File: src/rtl/mc_ctrl_pkg.sv
// Shared constants, state encoding and control-bus layout for the multicycle MIPS control unit.
package mc_ctrl_pkg;

  localparam logic [5:0] OP_RTYPE = 6'h00;
  localparam logic [5:0] OP_J     = 6'h02;
  localparam logic [5:0] OP_JAL   = 6'h03;
  localparam logic [5:0] OP_BEQ   = 6'h04;
  localparam logic [5:0] OP_BNE   = 6'h05;
  localparam logic [5:0] OP_ADDI  = 6'h08;
  localparam logic [5:0] OP_XORI  = 6'h0E;
  localparam logic [5:0] OP_LW    = 6'h23;
  localparam logic [5:0] OP_SW    = 6'h2B;

  localparam logic [5:0] FN_ADD = 6'h20;
  localparam logic [5:0] FN_SUB = 6'h22;
  localparam logic [5:0] FN_SLT = 6'h2A;
  localparam logic [5:0] FN_JR  = 6'h08;

  localparam logic [2:0] ALU_ADD = 3'b000;
  localparam logic [2:0] ALU_SUB = 3'b001;
  localparam logic [2:0] ALU_XOR = 3'b010;
  localparam logic [2:0] ALU_SLT = 3'b011;

  typedef enum logic [2:0] {
    S_IDLE   = 3'd0,
    S_FETCH  = 3'd1,
    S_DECODE = 3'd2,
    S_EXEC   = 3'd3,
    S_MEM    = 3'd4,
    S_WB     = 3'd5,
    S_ERR    = 3'd6
  } state_t;

  typedef struct packed {
    logic       mem_req;
    logic [1:0] reg_dst;
    logic       reg_wr;
    logic       alu_src;
    logic [2:0] alu;
    logic       mem_wr;
    logic [1:0] mem_to_reg;
    logic       ir_wr;
    logic       pc_wr;
    logic       jump;
    logic       jr;
    logic       beq;
    logic       bne;
  } ctrl_t;

  // Instructions that proceed from DECODE into EXEC.
  function automatic logic is_exec_op(input logic [5:0] op, input logic [5:0] fn);
    case (op)
      OP_RTYPE: return fn inside {FN_ADD, FN_SUB, FN_SLT, FN_JR};
      OP_LW, OP_SW, OP_BEQ, OP_BNE, OP_ADDI, OP_XORI: return 1'b1;
      default: return 1'b0;
    endcase
  endfunction

endpackage

File: src/rtl/mc_ctrl_decode.sv
// Combinational map from current state and instruction fields to the datapath control bus.
module mc_ctrl_decode
  import mc_ctrl_pkg::*;
#(
  parameter bit HAS_JAL = 1'b1
) (
  input  state_t     state,
  input  logic [5:0] op,
  input  logic [5:0] funct,
  input  logic       mem_ready,
  output ctrl_t      ctrl
);

  always_comb begin
    ctrl = '0;
    unique case (state)
      S_FETCH: begin
        ctrl.mem_req = 1'b1;
        if (mem_ready) begin
          ctrl.ir_wr = 1'b1;
          ctrl.pc_wr = 1'b1;
        end
      end
      S_DECODE: begin
        if (op == OP_J || (HAS_JAL && op == OP_JAL)) begin
          ctrl.jump  = 1'b1;
          ctrl.pc_wr = 1'b1;
        end
      end
      S_EXEC: begin
        case (op)
          OP_RTYPE: begin
            case (funct)
              FN_ADD: ctrl.alu = ALU_ADD;
              FN_SUB: ctrl.alu = ALU_SUB;
              FN_SLT: ctrl.alu = ALU_SLT;
              FN_JR: begin
                ctrl.jr    = 1'b1;
                ctrl.pc_wr = 1'b1;
              end
              default: ;
            endcase
          end
          OP_ADDI, OP_LW, OP_SW: begin
            ctrl.alu     = ALU_ADD;
            ctrl.alu_src = 1'b1;
          end
          OP_XORI: begin
            ctrl.alu     = ALU_XOR;
            ctrl.alu_src = 1'b1;
          end
          OP_BEQ: begin
            ctrl.alu = ALU_SUB;
            ctrl.beq = 1'b1;
          end
          OP_BNE: begin
            ctrl.alu = ALU_SUB;
            ctrl.bne = 1'b1;
          end
          default: ;
        endcase
      end
      S_MEM: begin
        ctrl.mem_req = 1'b1;
        ctrl.mem_wr  = (op == OP_SW);
      end
      S_WB: begin
        ctrl.reg_wr = 1'b1;
        case (op)
          OP_RTYPE: ctrl.reg_dst = 2'd1;
          OP_LW:    ctrl.mem_to_reg = 2'd1;
          OP_JAL: begin
            ctrl.reg_dst    = 2'd2;
            ctrl.mem_to_reg = 2'd2;
          end
          default: ;
        endcase
      end
      default: ;
    endcase
  end

endmodule

File: src/rtl/mc_ctrl_fsm.sv
// Multicycle MIPS control unit: state sequencing, memory handshake timeout and retired count.
module mc_ctrl_fsm
  import mc_ctrl_pkg::*;
#(
  parameter int unsigned TIMEOUT = 15,
  parameter int unsigned CNT_W   = 32,
  parameter bit          HAS_JAL = 1'b1
) (
  input  logic             clk,
  input  logic             rst_n,
  input  logic [5:0]       opcode,
  input  logic [5:0]       funct,
  input  logic             mem_ready,
  output logic             mem_req,
  output logic [1:0]       RegDst,
  output logic             RegWr,
  output logic             ALUSrc,
  output logic [2:0]       ALUcntrl,
  output logic             MemWr,
  output logic [1:0]       MemToReg,
  output logic             IRWr,
  output logic             PCWr,
  output logic             jump,
  output logic             jr,
  output logic             beq,
  output logic             bne,
  output logic [2:0]       state,
  output logic             illegal,
  output logic             timeout,
  output logic [CNT_W-1:0] retired
);

  state_t           state_q, state_d;
  logic [5:0]       op_q, fn_q, op_eff;
  logic [7:0]       wait_q;
  logic             wait_expired;
  logic             set_illegal, set_timeout;
  logic             illegal_q, timeout_q;
  logic [CNT_W-1:0] retired_q;
  ctrl_t            ctrl;

  // DECODE drives the jump strobes from the live opcode; every later state uses the latched copy.
  assign op_eff       = (state_q == S_DECODE) ? opcode : op_q;
  assign wait_expired = (wait_q == 8'(TIMEOUT - 1));

  always_comb begin
    state_d     = state_q;
    set_illegal = 1'b0;
    set_timeout = 1'b0;
    unique case (state_q)
      S_IDLE: state_d = S_FETCH;
      S_FETCH: begin
        if (mem_ready) state_d = S_DECODE;
        else if (wait_expired) begin
          state_d     = S_ERR;
          set_timeout = 1'b1;
        end
      end
      S_DECODE: begin
        if (opcode == OP_J) state_d = S_FETCH;
        else if (HAS_JAL && opcode == OP_JAL) state_d = S_WB;
        else if (is_exec_op(opcode, funct)) state_d = S_EXEC;
        else begin
          state_d     = S_ERR;
          set_illegal = 1'b1;
        end
      end
      S_EXEC: begin
        case (op_q)
          OP_LW, OP_SW:   state_d = S_MEM;
          OP_BEQ, OP_BNE: state_d = S_FETCH;
          OP_RTYPE:       state_d = (fn_q == FN_JR) ? S_FETCH : S_WB;
          default:        state_d = S_WB;
        endcase
      end
      S_MEM: begin
        if (mem_ready) state_d = (op_q == OP_SW) ? S_FETCH : S_WB;
        else if (wait_expired) begin
          state_d     = S_ERR;
          set_timeout = 1'b1;
        end
      end
      S_WB:    state_d = S_FETCH;
      S_ERR:   state_d = S_ERR;
      default: state_d = S_IDLE;
    endcase
  end

  always_ff @(posedge clk or negedge rst_n) begin
    if (!rst_n) begin
      state_q   <= S_IDLE;
      op_q      <= '0;
      fn_q      <= '0;
      wait_q    <= '0;
      retired_q <= '0;
      illegal_q <= 1'b0;
      timeout_q <= 1'b0;
    end else begin
      state_q <= state_d;
      if (state_q == S_DECODE) begin
        op_q <= opcode;
        fn_q <= funct;
      end
      if (state_d != state_q) wait_q <= '0;
      else if (state_q == S_FETCH || state_q == S_MEM) wait_q <= wait_q + 8'd1;
      if (state_d == S_FETCH && state_q != S_FETCH && state_q != S_IDLE)
        retired_q <= retired_q + CNT_W'(1);
      if (set_illegal) illegal_q <= 1'b1;
      if (set_timeout) timeout_q <= 1'b1;
    end
  end

  mc_ctrl_decode #(.HAS_JAL(HAS_JAL)) u_decode (
    .state    (state_q),
    .op       (op_eff),
    .funct    (fn_q),
    .mem_ready(mem_ready),
    .ctrl     (ctrl)
  );

  assign mem_req  = ctrl.mem_req;
  assign RegDst   = ctrl.reg_dst;
  assign RegWr    = ctrl.reg_wr;
  assign ALUSrc   = ctrl.alu_src;
  assign ALUcntrl = ctrl.alu;
  assign MemWr    = ctrl.mem_wr;
  assign MemToReg = ctrl.mem_to_reg;
  assign IRWr     = ctrl.ir_wr;
  assign PCWr     = ctrl.pc_wr;
  assign jump     = ctrl.jump;
  assign jr       = ctrl.jr;
  assign beq      = ctrl.beq;
  assign bne      = ctrl.bne;
  assign state    = state_q;
  assign illegal  = illegal_q;
  assign timeout  = timeout_q;
  assign retired  = retired_q;

endmodule

File: config.mk
export PLATFORM = sky130hd
export DESIGN_NAME = mc_ctrl_fsm
export DESIGN_NICKNAME = d
export VERILOG_FILES = /design/src/rtl/mc_ctrl_pkg.sv /design/src/rtl/mc_ctrl_decode.sv /design/src/rtl/mc_ctrl_fsm.sv
export SDC_FILE = /design/constraint.sdc
export NUM_CORES = 1
export LEC_CHECK = 0
export ABC_CLOCK_PERIOD_IN_PS = 3800
export CORE_MARGIN = 3
export CORE_UTILIZATION = 49
export CTS_BUF_LIST = sky130_fd_sc_hd__clkbuf_4 sky130_fd_sc_hd__clkbuf_8 sky130_fd_sc_hd__clkbuf_16
export DETAILED_ROUTE_END_ITERATION = 12
export PLACE_DENSITY_LB_ADDON = 0.2
export SETUP_SLACK_MARGIN = 0.3
export SLEW_MARGIN = 25
export SYNTH_ARGS = -nofsm -noshare
export SYNTH_HDL_FRONTEND = slang
export SYNTH_SLANG_ARGS = --single-unit
File: constraint.sdc
create_clock -name clk -period 3.8 [get_ports clk]
set_input_delay 0.76 -clock clk [delete_from_list [all_inputs] [get_ports clk]]
set_output_delay 0.76 -clock clk [all_outputs]
set_load 0.05 [all_outputs]
After elaboration in Yosys (flattened, before gate mapping)
Index checks and enable logic that the tools add are counted.
{"block": "word_totals", "output_inout_bits": 54, "inputBits": 15, "ff_bits": 57}
{"block": "classes", "n_reduce_logical": 18, "n_addsub": 2, "eq_ne": 37, "n_mux": 44}
{"cell": "6-bit == test (second input constant)", "count": 11}
{"cell": "6-bit by 3-bit == test with 1-bit output (second input constant)", "count": 6}
{"cell": "6-bit by 4-bit == test with 1-bit output (second input constant)", "count": 6}
{"cell": "32-bit by 1-bit adder with 32-bit output (second input constant)", "count": 1}
{"cell": "3-bit two-way mux", "count": 10}
{"cell": "6-bit by 2-bit == test with 1-bit output (second input constant)", "count": 4}
{"cell": "1-bit two-way mux", "count": 19}
{"cell": "6-bit zero test", "count": 3}
{"cell": "3-bit one-hot mux with 6 select lines", "count": 1}
{"cell": "8-bit two-way mux", "count": 2}
{"cell": "2-bit one-hot mux with 2 select lines", "count": 3}
{"cell": "2-bit OR reduction", "count": 5}
{"cell": "3-bit == test (second input constant)", "count": 3}
{"cell": "3-bit one-hot mux with 3 select lines", "count": 1}
{"cell": "8-bit by 1-bit adder with 8-bit output (second input constant)", "count": 1}
{"cell": "8-bit by 4-bit == test with 1-bit output (second input constant)", "count": 1}
{"cell": "3-bit by 1-bit == test with 1-bit output (second input constant)", "count": 2}
{"cell": "3-bit by 2-bit == test with 1-bit output (second input constant)", "count": 2}
{"cell": "2-bit two-way mux", "count": 3}
{"cell": "6-bit two-way mux", "count": 1}
{"cell": "2-bit one-hot mux with 3 select lines", "count": 1}
{"cell": "6-bit OR reduction", "count": 1}
{"cell": "4-bit two-way mux", "count": 1}
{"cell": "4-bit nonzero test", "count": 1}
{"cell": "10 further kinds", "count": 12}

Logic depth before layout (Yosys ltp)
{"block": "depth", "ltp_word": 13, "mapped_depth": 10, "depth_no_buf": 9}

Modules after synthesis
A second synthesis with hierarchy kept.
{"block": "unflattened", "hier_cells": 322, "area_unflattened_um2": 3200.6}
{"module": "mc_ctrl_fsm", "cells_per_inst": 278, "n_inst": 1, "area_each_um2": 2920.3}
{"module": "mc_ctrl_decode", "cells_per_inst": 44, "n_inst": 1, "area_each_um2": 280.3}

Worst setup path after synthesis
Ideal clock, no wire load.
{"block": "synth_path", "path_type": "register to output", "start": "register state_q[1] (netlist: state[1])", "end": "output MemWr", "path_stages_with_launch": 7, "arrival_time_ns": 3.692, "setup_slack_ns": -0.652, "cell_sequence": "dfrtp_1 > buf_2 > nor3b_2 > buf_2 > mux2_2 > or3_1 > nor4_1"}
{"block": "synth_between", "elab_chain_len": 4, "word_cells_on_any_way": 5}
{"item": "start: declaration", "line_no": "mc_ctrl_fsm.sv:33", "text": "state_t state_q, state_d;"}
{"item": "start signal: assignment", "line_no": "mc_ctrl_fsm.sv:99", "text": "state_q <= state_d;"}
{"item": "3-bit by 2-bit == test with 1-bit output", "line_no": "mc_ctrl_fsm.sv:43", "text": "assign op_eff = (state_q == S_DECODE) ? opcode : op_q;"}
{"item": "6-bit two-way mux"}
{"item": "net op_eff[4]", "line_no": "mc_ctrl_fsm.sv:34", "text": "logic [5:0] op_q, fn_q, op_eff;"}
{"item": "6-bit == test", "line_no": "mc_ctrl_decode.sv:65", "text": "ctrl.mem_wr = (op == OP_SW);"}
{"item": "1-bit two-way mux", "line_no": "mc_ctrl_decode.sv:16", "text": "unique case (state)"}
{"item": "end: declaration", "line_no": "mc_ctrl_fsm.sv:19", "text": "output logic MemWr,"}
The timed path passes the listed nets, and every way through them passes these cells.

Worst setup path after layout
{"block": "layout_path", "start": "input opcode[4]", "end": "output PCWr"}
{"block": "layout_between", "elab_chain_len": 5, "word_cells_on_any_way": 8}
{"item": "start: declaration", "line_no": "mc_ctrl_fsm.sv:11", "text": "input logic [5:0] opcode,"}
{"item": "6-bit two-way mux *"}
{"item": "6-bit by 2-bit == test with 1-bit output", "line_no": "mc_ctrl_decode.sv:25", "text": "if (op == OP_J || (HAS_JAL && op == OP_JAL)) begin"}
{"item": "1-bit logical OR", "line_no": "mc_ctrl_decode.sv:25"}
{"item": "2-bit two-way mux", "line_no": "mc_ctrl_decode.sv:25"}
{"item": "1-bit one-hot mux with 3 select lines *", "line_no": "mc_ctrl_decode.sv:16"}
{"item": "end: declaration", "line_no": "mc_ctrl_fsm.sv:22", "text": "output logic PCWr,"}
Every way passes the cells marked *; elsewhere a longest branch is shown, timed or not.

==> flow_summary.json <==
{
  "async_flop_share_pct": 100,
  "die_w_um": 87.2,
  "clock-sinks": 57,
  "initialDrtViolationCount": 155,
  "period_share_pct": 89.1,
  "dieArea_um2": 7600,
  "htree_levels": 3,
  "crit_path_start_kind": "input pin",
  "cts_tree": "yes",
  "powerDensity_nw_per_um2": 612,
  "crit_required_ns": 3.04,
  "antenna_found_initial": 0,
  "synth_edf_count": 0,
  "root_buffer": "clkbuf_8",
  "numPortBuffers": 67,
  "postRouteAntennaNets": 0,
  "syn_nets": 342,
  "worstMarginPinSlew_ns": 0.805,
  "cp-end-kind": "output port",
  "synth_area_um2": 3230,
  "overflow": 0,
  "drt_pre_antenna_iters": 4,
  "seq_area_frac_synth_pct": 44.2,
  "drive_gt1_share_pct": 21.8,
  "p_leak_nw": 2.00,
  "core_region_area_um2": 6170,
  "wl_per_cell_um": 16.6,
  "fillers": 462,
  "min_path_type": "reg -> reg",
  "clock_latency_ns": 0.33,
  "gp_congestion": 0.880,
  "clkTransAtPathRegs_ns": 0.06,
  "syn_avg_cell_area_um2": 9.97,
  "maxCapViolCount": 0,
  "status": "finished clean",
  "ys_ff_latch": 57,
  "track_usage_pct": 22.3,
  "synth_ff_type": "dfrtp_1",
  "peakVddDrop_v": 0.000583,
  "dp_hpwl_um": 5600,
  "rows": 28,
  "syn2layout_area_growth_pct": 36.5,
  "crit_arrival_ns": 2.62,
  "rsz0062_at_grt": "no",
  "nNetsFinal": 422,
  "initial_core_util_pct": 52.4,
  "grt_pass1_wl_um": 13500,
  "timing.slew.headroom_pct": 46.4,
  "critical_path.max_fanout": 4,
  "slew_violations": 0,
  "crit_type": "in -> out",
  "cts_buffer_depth": 2,
  "finalHoldViolations": 0,
  "io_pins": 69,
  "dpl.cell_count": 459,
  "cts_buffers": 9,
  "viasPerCell": 5.80,
  "fin_skew_ns": 0.00786,
  "grt_max_degree": 36,
  "yosys_warnings": 0,
  "final_cells": 484,
  "pre_cts_ws_ns": 0.118,
  "setup_viol": 0,
  "period_needed_ns": 3.38,
  "grt_pass1_vias": 2716,
  "diodes": 0,
  "synthTopCellsByArea": "dfrtp_1 (44%), xor2_1 (9.8%), nand3_1 (3.7%)",
  "syn_inst": 324,
  "synth.top_cell.area_share_pct": 44.2,
  "synth.largest_area_cell": "dfrtp_1",
  "cts_hold_buf": 0,
  "total_power_mw": 2.70,
  "fp.dieH_um": 87.2,
  "drc": 0,
  "ys_types": 58,
  "vias": 2806,
  "layout_setup_ws_ns": 0.416,
  "fmax_mhz": 295,
  "routed_wl_um": 8030
}
[cell usage after synthesis (3+ instances only)]
master,number
nor4b_1,3
nand3_1,24
nor2b_1,3
nand2_1,16
xor2_1,36
nor4_1,6
and4_1,5
clkbuf_1,3
nor4_2,8
and3_1,11
a21oi_1,4
inv_1,15
nand4_1,8
nand2b_1,4
nor3_1,24
mux2_2,9
nor2_1,23
dfrtp_1,57
buf_2,7
ha_1,3
o21ai_0,4
xnor2_1,5
[routing by layer]
layer / vias to the layer above / routed length [um] / global-route usage, % / share of wire [%]
met2: 101 / 3840 / 34.3 / 48
met4: 0 / 80 / 4.18 / 1.0
met5: - / 0 / 0 / 0
li1: 1321 / - / - / -
met3: 8 / 502 / 5.96 / 6.2
met1: 1376 / 3610 / 31.9 / 45
[area by class of cell]
cell class / instances / area, um^2 / area share, %
clock buffer: 13 / 154 / 3.49
clock inverter: 3 / 17.5 / 0.397
inverter: 15 / 56.3 / 1.28
multi-input combinational: 237 / 1760 / 39.9
sequential: 57 / 1430 / 32.4
tap: 75 / 93.8 / 2.13
timing repair buffer: 84 / 902 / 20.5
[state kept, by name, indices dropped and copies added (netlist names)]
| register | cells |
|---|---|
| op_q | 6 |
| retired | 32 |
| fn_q | 6 |
| illegal | 1 |
| state | 3 |
| wait_q | 8 |
| timeout | 1 |
[critical path: stages]
cell	delay, ns
clkdlybuf4s50_1	0.52
o31ai_1	0.32
nand3_2	0.19
nor4_4	0.26
and4bb_2	0.30
or3_4	0.14
buf_12	0.12
[power breakdown]
group          internal (mW)  switching [mW]  total (mW)
Clock                  0.264           0.230       0.494
Combinational          0.474           0.868        1.34
Sequential             0.723           0.140       0.863
Total                   1.46            1.24        2.70
[cells in the final DEF, fill, tap and decap left out, types with 4 or more instances in the layout]
master           Yosys  layout
nor4_2               8       9
nor2_1              23      23
nand2b_1             4       4
nor3_1              24      22
and4_1               5       5
o21ai_0              4       4
mux2_2               9       8
inv_1               15      14
clkdlybuf4s50_1      0      52
xnor2_1              5       5
dfrtp_1             57      55
nand3_1             24      22
buf_4                1      18
and3_1              11      11
clkbuf_8             0       9
nand4_1              8       8
clkbuf_4             0       4
buf_12               0      11
nand2_1             16      16
xor2_1              36      36
[through the flow]
stage	instance area (um^2)	TNS (ns)	hold slack (ns)	util [%]
after floorplan	3270	-0.592	0.464	-
after global placement	4110	0	0.444	66.7
after detailed placement	4110	0	0.462	66.7
after CTS	4340	0	0.470	70.3
after global routing	4410	0	0.483	71.5
final	4410	0	0.462	71.5
[path summary, 6_finish.rpt]
kind	start	to	slack, ns	cells past startpoint
worst max-delay path	opcode[4]	PCWr	0.42	7
worst min-delay path	retired[31]	retired[31]	0.46	1
worst max register to register	wait_q[4]	retired[20]	1.25	7
worst min register to register	retired[31]	retired[31]	0.46	1
max in group asynchronous	rst_n	wait_q[5]	2.46	2
min in group asynchronous	rst_n	fn_q[1]	0.52	1
[kinds of logic after synthesis]
kind of cell	Yosys count	synth area share, %
compound gates	29	6.86
xor+xnor	41	11.1
fa+ha+maj	3	1.16
buf+inv	30	4.34
flops	57	44.2
mux	11	3.76
other cells	1	0.116
simple gates	152	28.5
[timing repair]
action	4_1_cts	5_1_grt
endpoints found under the setup margin	11	8
buffers inserted	4	5
pin swaps	2	2
gates resized for setup	5	8
Power figures use the tool's default switching activity.
